### src/rtl/hazard_pkg.sv
// Shared types and constants for the ID-stage hazard controller.
// Imported by hazard_cmp and pipe_hazard_ctrl.
package hazard_pkg;

  typedef enum logic [1:0] {
    RUN      = 2'd0,
    LU_STALL = 2'd1,
    MC_WAIT  = 2'd2,
    FLUSH    = 2'd3
  } hz_state_t;

  localparam int REG_W = 5;
  localparam int CNT_W = 32;

  localparam logic [REG_W-1:0] ZERO_REG = 5'd0;

endpackage

### src/rtl/hazard_cmp.sv
// Load-use comparator: ID sources against the ID/EXE destination.
// Purely combinational; also usable by forwarding logic.
module hazard_cmp
  import hazard_pkg::*;
(
  input  logic             mem_read,
  input  logic             valid,
  input  logic [REG_W-1:0] dest,
  input  logic [REG_W-1:0] src1,
  input  logic [REG_W-1:0] src2,
  input  logic             src2_valid,
  output logic             hit
);

  logic m1;
  logic m2;

  assign m1  = (dest == src1);
  assign m2  = src2_valid & (dest == src2);
  assign hit = mem_read & valid & (dest != ZERO_REG) & (m1 | m2);

endmodule

### src/rtl/pipe_hazard_ctrl.sv
// Hold/flush/bubble sequencer for PC, IF/ID and ID/EXE.
// Optional perf counters: define HAZ_PERF_EN.
module pipe_hazard_ctrl
  import hazard_pkg::*;
#(
  parameter int FLUSH_CYCLES = 1,
  parameter int MC_TIMEOUT   = 64
) (
  input  logic             clk,
  input  logic             rst,
  input  logic             id_valid,
  input  logic [REG_W-1:0] id_src1,
  input  logic [REG_W-1:0] id_src2,
  input  logic             id_src2_valid,
  input  logic             id_mc_start,
  input  logic             ex_mem_read,
  input  logic [REG_W-1:0] ex_dest,
  input  logic             br_taken,
  input  logic             mc_done,
  output logic             pc_hold,
  output logic             ifid_hold,
  output logic             ifid_flush,
  output logic             idex_bubble,
  output logic             mc_busy,
  output logic             hz_err,
  output logic [CNT_W-1:0] stall_cnt,
  output logic [CNT_W-1:0] flush_cnt
);

  localparam logic [2:0] FL_LOAD = 3'(FLUSH_CYCLES - 1);
  localparam logic [7:0] TO_MAX  = 8'(MC_TIMEOUT);
  localparam bit         FL_MULT = (FLUSH_CYCLES > 1);

  hz_state_t  state, state_nxt;
  logic [2:0] fcnt, fcnt_nxt;
  logic [7:0] tcnt, tcnt_nxt, tcnt_inc;
  logic       lu;
  logic       hold, flush, bubble, busy;
  logic       err_set;

  hazard_cmp u_cmp (
    .mem_read   (ex_mem_read),
    .valid      (id_valid),
    .dest       (ex_dest),
    .src1       (id_src1),
    .src2       (id_src2),
    .src2_valid (id_src2_valid),
    .hit        (lu)
  );

  assign tcnt_inc = (tcnt == 8'hff) ? tcnt : tcnt + 8'd1;

  // Next state and Mealy controls from state plus current inputs
  always_comb begin
    state_nxt = state;
    fcnt_nxt  = fcnt;
    tcnt_nxt  = tcnt;
    hold      = 1'b0;
    flush     = 1'b0;
    bubble    = 1'b0;
    busy      = 1'b0;
    err_set   = 1'b0;
    unique case (state)
      RUN, LU_STALL: begin
        state_nxt = RUN;
        if (br_taken) begin
          flush  = 1'b1;
          bubble = 1'b1;
          fcnt_nxt = FL_LOAD;
          if (FL_MULT) state_nxt = FLUSH;
        end else if (state == RUN && lu) begin
          hold      = 1'b1;
          bubble    = 1'b1;
          state_nxt = LU_STALL;
        end else if (state == RUN && id_mc_start && id_valid) begin
          tcnt_nxt  = '0;
          state_nxt = MC_WAIT;
        end
      end
      FLUSH: begin
        flush  = 1'b1;
        bubble = 1'b1;
        if (br_taken) begin
          fcnt_nxt = FL_LOAD;
        end else if (fcnt <= 3'd1) begin
          fcnt_nxt  = '0;
          state_nxt = RUN;
        end else begin
          fcnt_nxt = fcnt - 3'd1;
        end
      end
      MC_WAIT: begin
        if (br_taken) err_set = 1'b1;
        if (mc_done) begin
          state_nxt = RUN;
        end else begin
          hold     = 1'b1;
          bubble   = 1'b1;
          busy     = 1'b1;
          tcnt_nxt = tcnt_inc;
          if (tcnt_inc >= TO_MAX) begin
            err_set   = 1'b1;
            state_nxt = RUN;
          end
        end
      end
    endcase
  end

  // State, flush/timeout counters and sticky error
  always_ff @(posedge clk or negedge rst) begin
    if (!rst) begin
      state  <= RUN;
      fcnt   <= '0;
      tcnt   <= '0;
      hz_err <= 1'b0;
    end else begin
      state <= state_nxt;
      fcnt  <= fcnt_nxt;
      tcnt  <= tcnt_nxt;
      if (err_set) hz_err <= 1'b1;
    end
  end

  assign pc_hold     = rst & hold;
  assign ifid_hold   = rst & hold;
  assign ifid_flush  = rst & flush;
  assign idex_bubble = rst & bubble;
  assign mc_busy     = rst & busy;

`ifdef HAZ_PERF_EN
  logic [CNT_W-1:0] stall_q, flush_q;

  // Count held and flushed cycles, wrapping naturally
  always_ff @(posedge clk or negedge rst) begin
    if (!rst) begin
      stall_q <= '0;
      flush_q <= '0;
    end else begin
      if (pc_hold)    stall_q <= stall_q + 1'b1;
      if (ifid_flush) flush_q <= flush_q + 1'b1;
    end
  end

  assign stall_cnt = stall_q;
  assign flush_cnt = flush_q;
`else
  assign stall_cnt = '0;
  assign flush_cnt = '0;
`endif

endmodule
### config.mk
export PLATFORM = sky130hd
export DESIGN_NAME = pipe_hazard_ctrl
export DESIGN_NICKNAME = d
export VERILOG_FILES = /design/src/rtl/hazard_pkg.sv /design/src/rtl/hazard_cmp.sv /design/src/rtl/pipe_hazard_ctrl.sv
export SDC_FILE = /design/constraint.sdc
export NUM_CORES = 1
export LEC_CHECK = 0
export CAP_MARGIN = 5
export CELL_PAD_IN_SITES_DETAIL_PLACEMENT = 1
export CELL_PAD_IN_SITES_GLOBAL_PLACEMENT = 1
export CORE_MARGIN = 3
export CORE_UTILIZATION = 26
export DETAILED_ROUTE_END_ITERATION = 16
export HOLD_SLACK_MARGIN = 0.15
export PLACE_DENSITY = 0.91
export RECOVER_POWER = 100
export REMOVE_ABC_BUFFERS = 1
export SETUP_SLACK_MARGIN = 0.2
export SLEW_MARGIN = 20
export SYNTH_ARGS = -nofsm -noshare
export SYNTH_HDL_FRONTEND = slang
export SYNTH_SLANG_ARGS = --single-unit
### constraint.sdc
create_clock -name clk -period 2.29 [get_ports clk]
set_clock_uncertainty 0.1 [all_clocks]
set_input_delay 0.229 -clock clk [delete_from_list [all_inputs] [get_ports clk]]
set_output_delay 0.229 -clock clk [all_outputs]
set_load 0.02 [all_outputs]
==> results of run 1 <==
==> how the worst min path moves through the flow <==
stage            from       to  slack [ns]  depth (start not counted)
2_1_floorplan     rst  fcnt[0]       -0.17                          0
3_3_place_gp   hz_err   hz_err        0.37                          1
3_5_place_dp   hz_err   hz_err        0.42                          1
4_1_cts           rst  fcnt[2]        0.23                          2
5_1_grt           rst  fcnt[2]        0.35                          2
6_report          rst  fcnt[2]        0.34                          2
==> synthesized netlist by cell type, types with 3 or more instances <==
| cell | number | area [sq um] |
|---|---|---|
| a21oi_1 | 7 | 35.0 |
| a31oi_1 | 7 | 43.8 |
| a41oi_1 | 3 | 26.3 |
| and3_1 | 3 | 18.8 |
| buf_4 | 67 | 503 |
| dfrtp_1 | 14 | 350 |
| ha_1 | 3 | 37.5 |
| inv_1 | 4 | 15.0 |
| nand2_1 | 18 | 67.6 |
| nand3_1 | 7 | 35.0 |
| nor2_1 | 5 | 18.8 |
| nor2b_1 | 3 | 18.8 |
| o21ai_0 | 6 | 30.0 |
| xnor2_1 | 10 | 87.6 |
==> worst reg2reg max path, cell delays in order (launching register included) <==
cell and delay, ns:
dfrtp_1 0.42, ha_1 0.27, and4_1 0.27, and4_1 0.22, o21bai_1 0.21, o21ai_0 0.12
a41o_1 0.24
==> routing by layer <==
| layer | part of all wire [%] | vias to the layer above | wire, um |
|---|---|---|---|
| met5 | 0 | - | 0 |
| met4 | 0.54 | 0 | 21 |
| met3 | 11 | 2 | 426 |
| met2 | 53 | 65 | 2070 |
| met1 | 35 | 594 | 1360 |
| li1 | - | 570 | - |
==> power breakdown <==
group          switching, mW  total [mW]  internal (mW)
Combinational          0.199       0.297         0.0984
Clock                 0.0929       0.245          0.152
Sequential            0.0427       0.318          0.275
Total                  0.335       0.861          0.526
==> per-stage QoR <==
stage          utilization, %  setup slack (ns)  power [mW]
3_3_place_gp             29.7            -0.291       0.608
4_1_cts                  30.8             0.196       0.872
3_5_place_dp             29.7            -0.378       0.625
6_report                 31.2             0.258       0.861
5_1_grt                  31.2             0.116       0.917
2_1_floorplan               -             0.383       0.514
==> cells by family after synthesis <==
family | share of synthesized area, %
AND/OR/NAND/NOR | 14.7
adder cells (fa/ha/maj) | 2.50
buffers and inverters | 35.3
flip-flops | 23.4
AO/OA/AOI/OAI | 16.8
XOR/XNOR | 6.43
other | 0.250
multiplexers | 0.668
==> layout make-up <==
type / instances / area, sq um / area share (%)
tap: 72 / 90.1 / 5.21
sequential: 14 / 350 / 20.3
multi-input combinational: 158 / 882 / 51.0
clock buffer: 4 / 55.1 / 3.18
inverter: 4 / 15.0 / 0.868
timing repair buffer: 36 / 337 / 19.5
==> flip-flops by register name, summed over array words and instances, names as in the netlist <==
name    flops
fcnt        3
hz_err      1
state       2
tcnt        8
==> timing repair <==
item	in CTS	in global routing
endpoints found under the setup margin	5	4
setup buffers	1	0
gates resized for setup	23	15
pin swaps	4	10
endpoints found under the hold margin	0	0
cloned	0	0
==> metrics.csv, run 1 <==
metric,value,unit
status,finished clean,
CTS root buf,clkbuf_8,
placed instance count,283,
R2R Path Start,tcnt[0],
final instance area,1730,sq um
Vias/cell,4.27,
Final Hold Fails,0,
htree depth,1,
CTS Buf Count,3,
# setup viols final,0,
IO Count,93,
share of post-route cells with drive strength above 1,7.87,%
Synth Instances,181,
placer congestion estimate,0.766,
CP Data Required Time,1.96,ns
fin crit period,2.03,ns
nets,243,
met1 Resource Use GR,11.6,%
worst path cell trace,clkdlybuf4s50_1 -> xnor2_1 -> nand4_1 -> o22ai_2 -> o2111ai_4 -> a21oi_1 -> buf_4,
RSZ-0062 raised after global routing,true,
vias in the first global route,1232,
syn_area_per_cell,8.28,sq um
WP buf/inv,2,
# hold bufs at CTS,0,
Hold Path Class,in -> async,
DPL Wire Length,2.99,mm
PwrDens,498,nW/um^2
GR peak layer,met2,
CP Max Fanout,3,
"Seq/Total Area, Yosys",23.4,%
R2R Setup Slk,0.32,ns
Fill cells,685,
worst reg2reg endpoint,state[1],
Die ar.,6710,sq um
First-pass DRT Iterations,4,
critical path data arrival time,1.70,ns
Main synth FF type,dfrtp_1,
final non-filler cell total,288,
number of synthesized register bits,14,
CP startpoint,id_src2[1],
Peak VDD IR,0.168,mV
clk sinks,14,
Placed Area,1640,sq um
Synth Warn #,0,
DR WL/cell,13.5,um
Hold WS,0.340,ns
# DRC,0,
Crit Path Category,in -> out,
GR Util met2,22.5,%
starting density of the core,27.1,%
Port Buf Inserts,28,
crit-path max cell delay,0.47,ns
worst skew pair latency,0.25,ns
grt met3 use,2.63,%
clk buf depth,2,
first-pass GRT wire length,5.98,mm
Area growth syn-to-layout,15.4,%
"most common cell after layout, fill and taps aside",conb_1,
Setup crit end kind,primary output,
Peak Freq,0.492,GHz
antenna violations before repair,0,
ant diodes,0,
Crit path max-delay family,buffers and inverters,
Vias,1231,
most frequent cells in the layout,"conb_1 (64), nand2_1 (18), dfrtp_1 (14)",
row cnt,27,
worst-case reg-to-reg path depth,6,
WP depth,7,
Max-Cap Viols,0,
largest net degree at the start of global routing,16,
Static Leak,0.863,nW
crit path to,idex_bubble,
synth unique cells,35,
DRT iter0 DRCs,73,
final setup TNS,0,ns
Worst path slowest cell,clkdlybuf4s50_1,
Routed WL,3.88,mm
clock-pin slew on the worst setup and hold paths,0.06,ns
TritonCTS clock tree,built,
Post-Synthesis Cell Area,1500,sq um
gr usage total,11.4,%
Slew Limit Fails,0,
number of synthesized flops with an enable pin,0,
Core Area,5540,sq um
die height,81.9,um
Routed Antenna Nets,0,
width of the die,81.9,um
Post-synth ARST share,100,%
GRT overflow,0,
Startpoint Class,input pin,
crit share post-route,88.7,%
Power figures use the tool's default switching activity.
==> run 2, diff against run 1 <==
Settings changed: CTS_CLUSTER_DIAMETER set to 100.
==> results of run 2 <==
The final DEF is identical to that of run 1; final timing and power are the same.
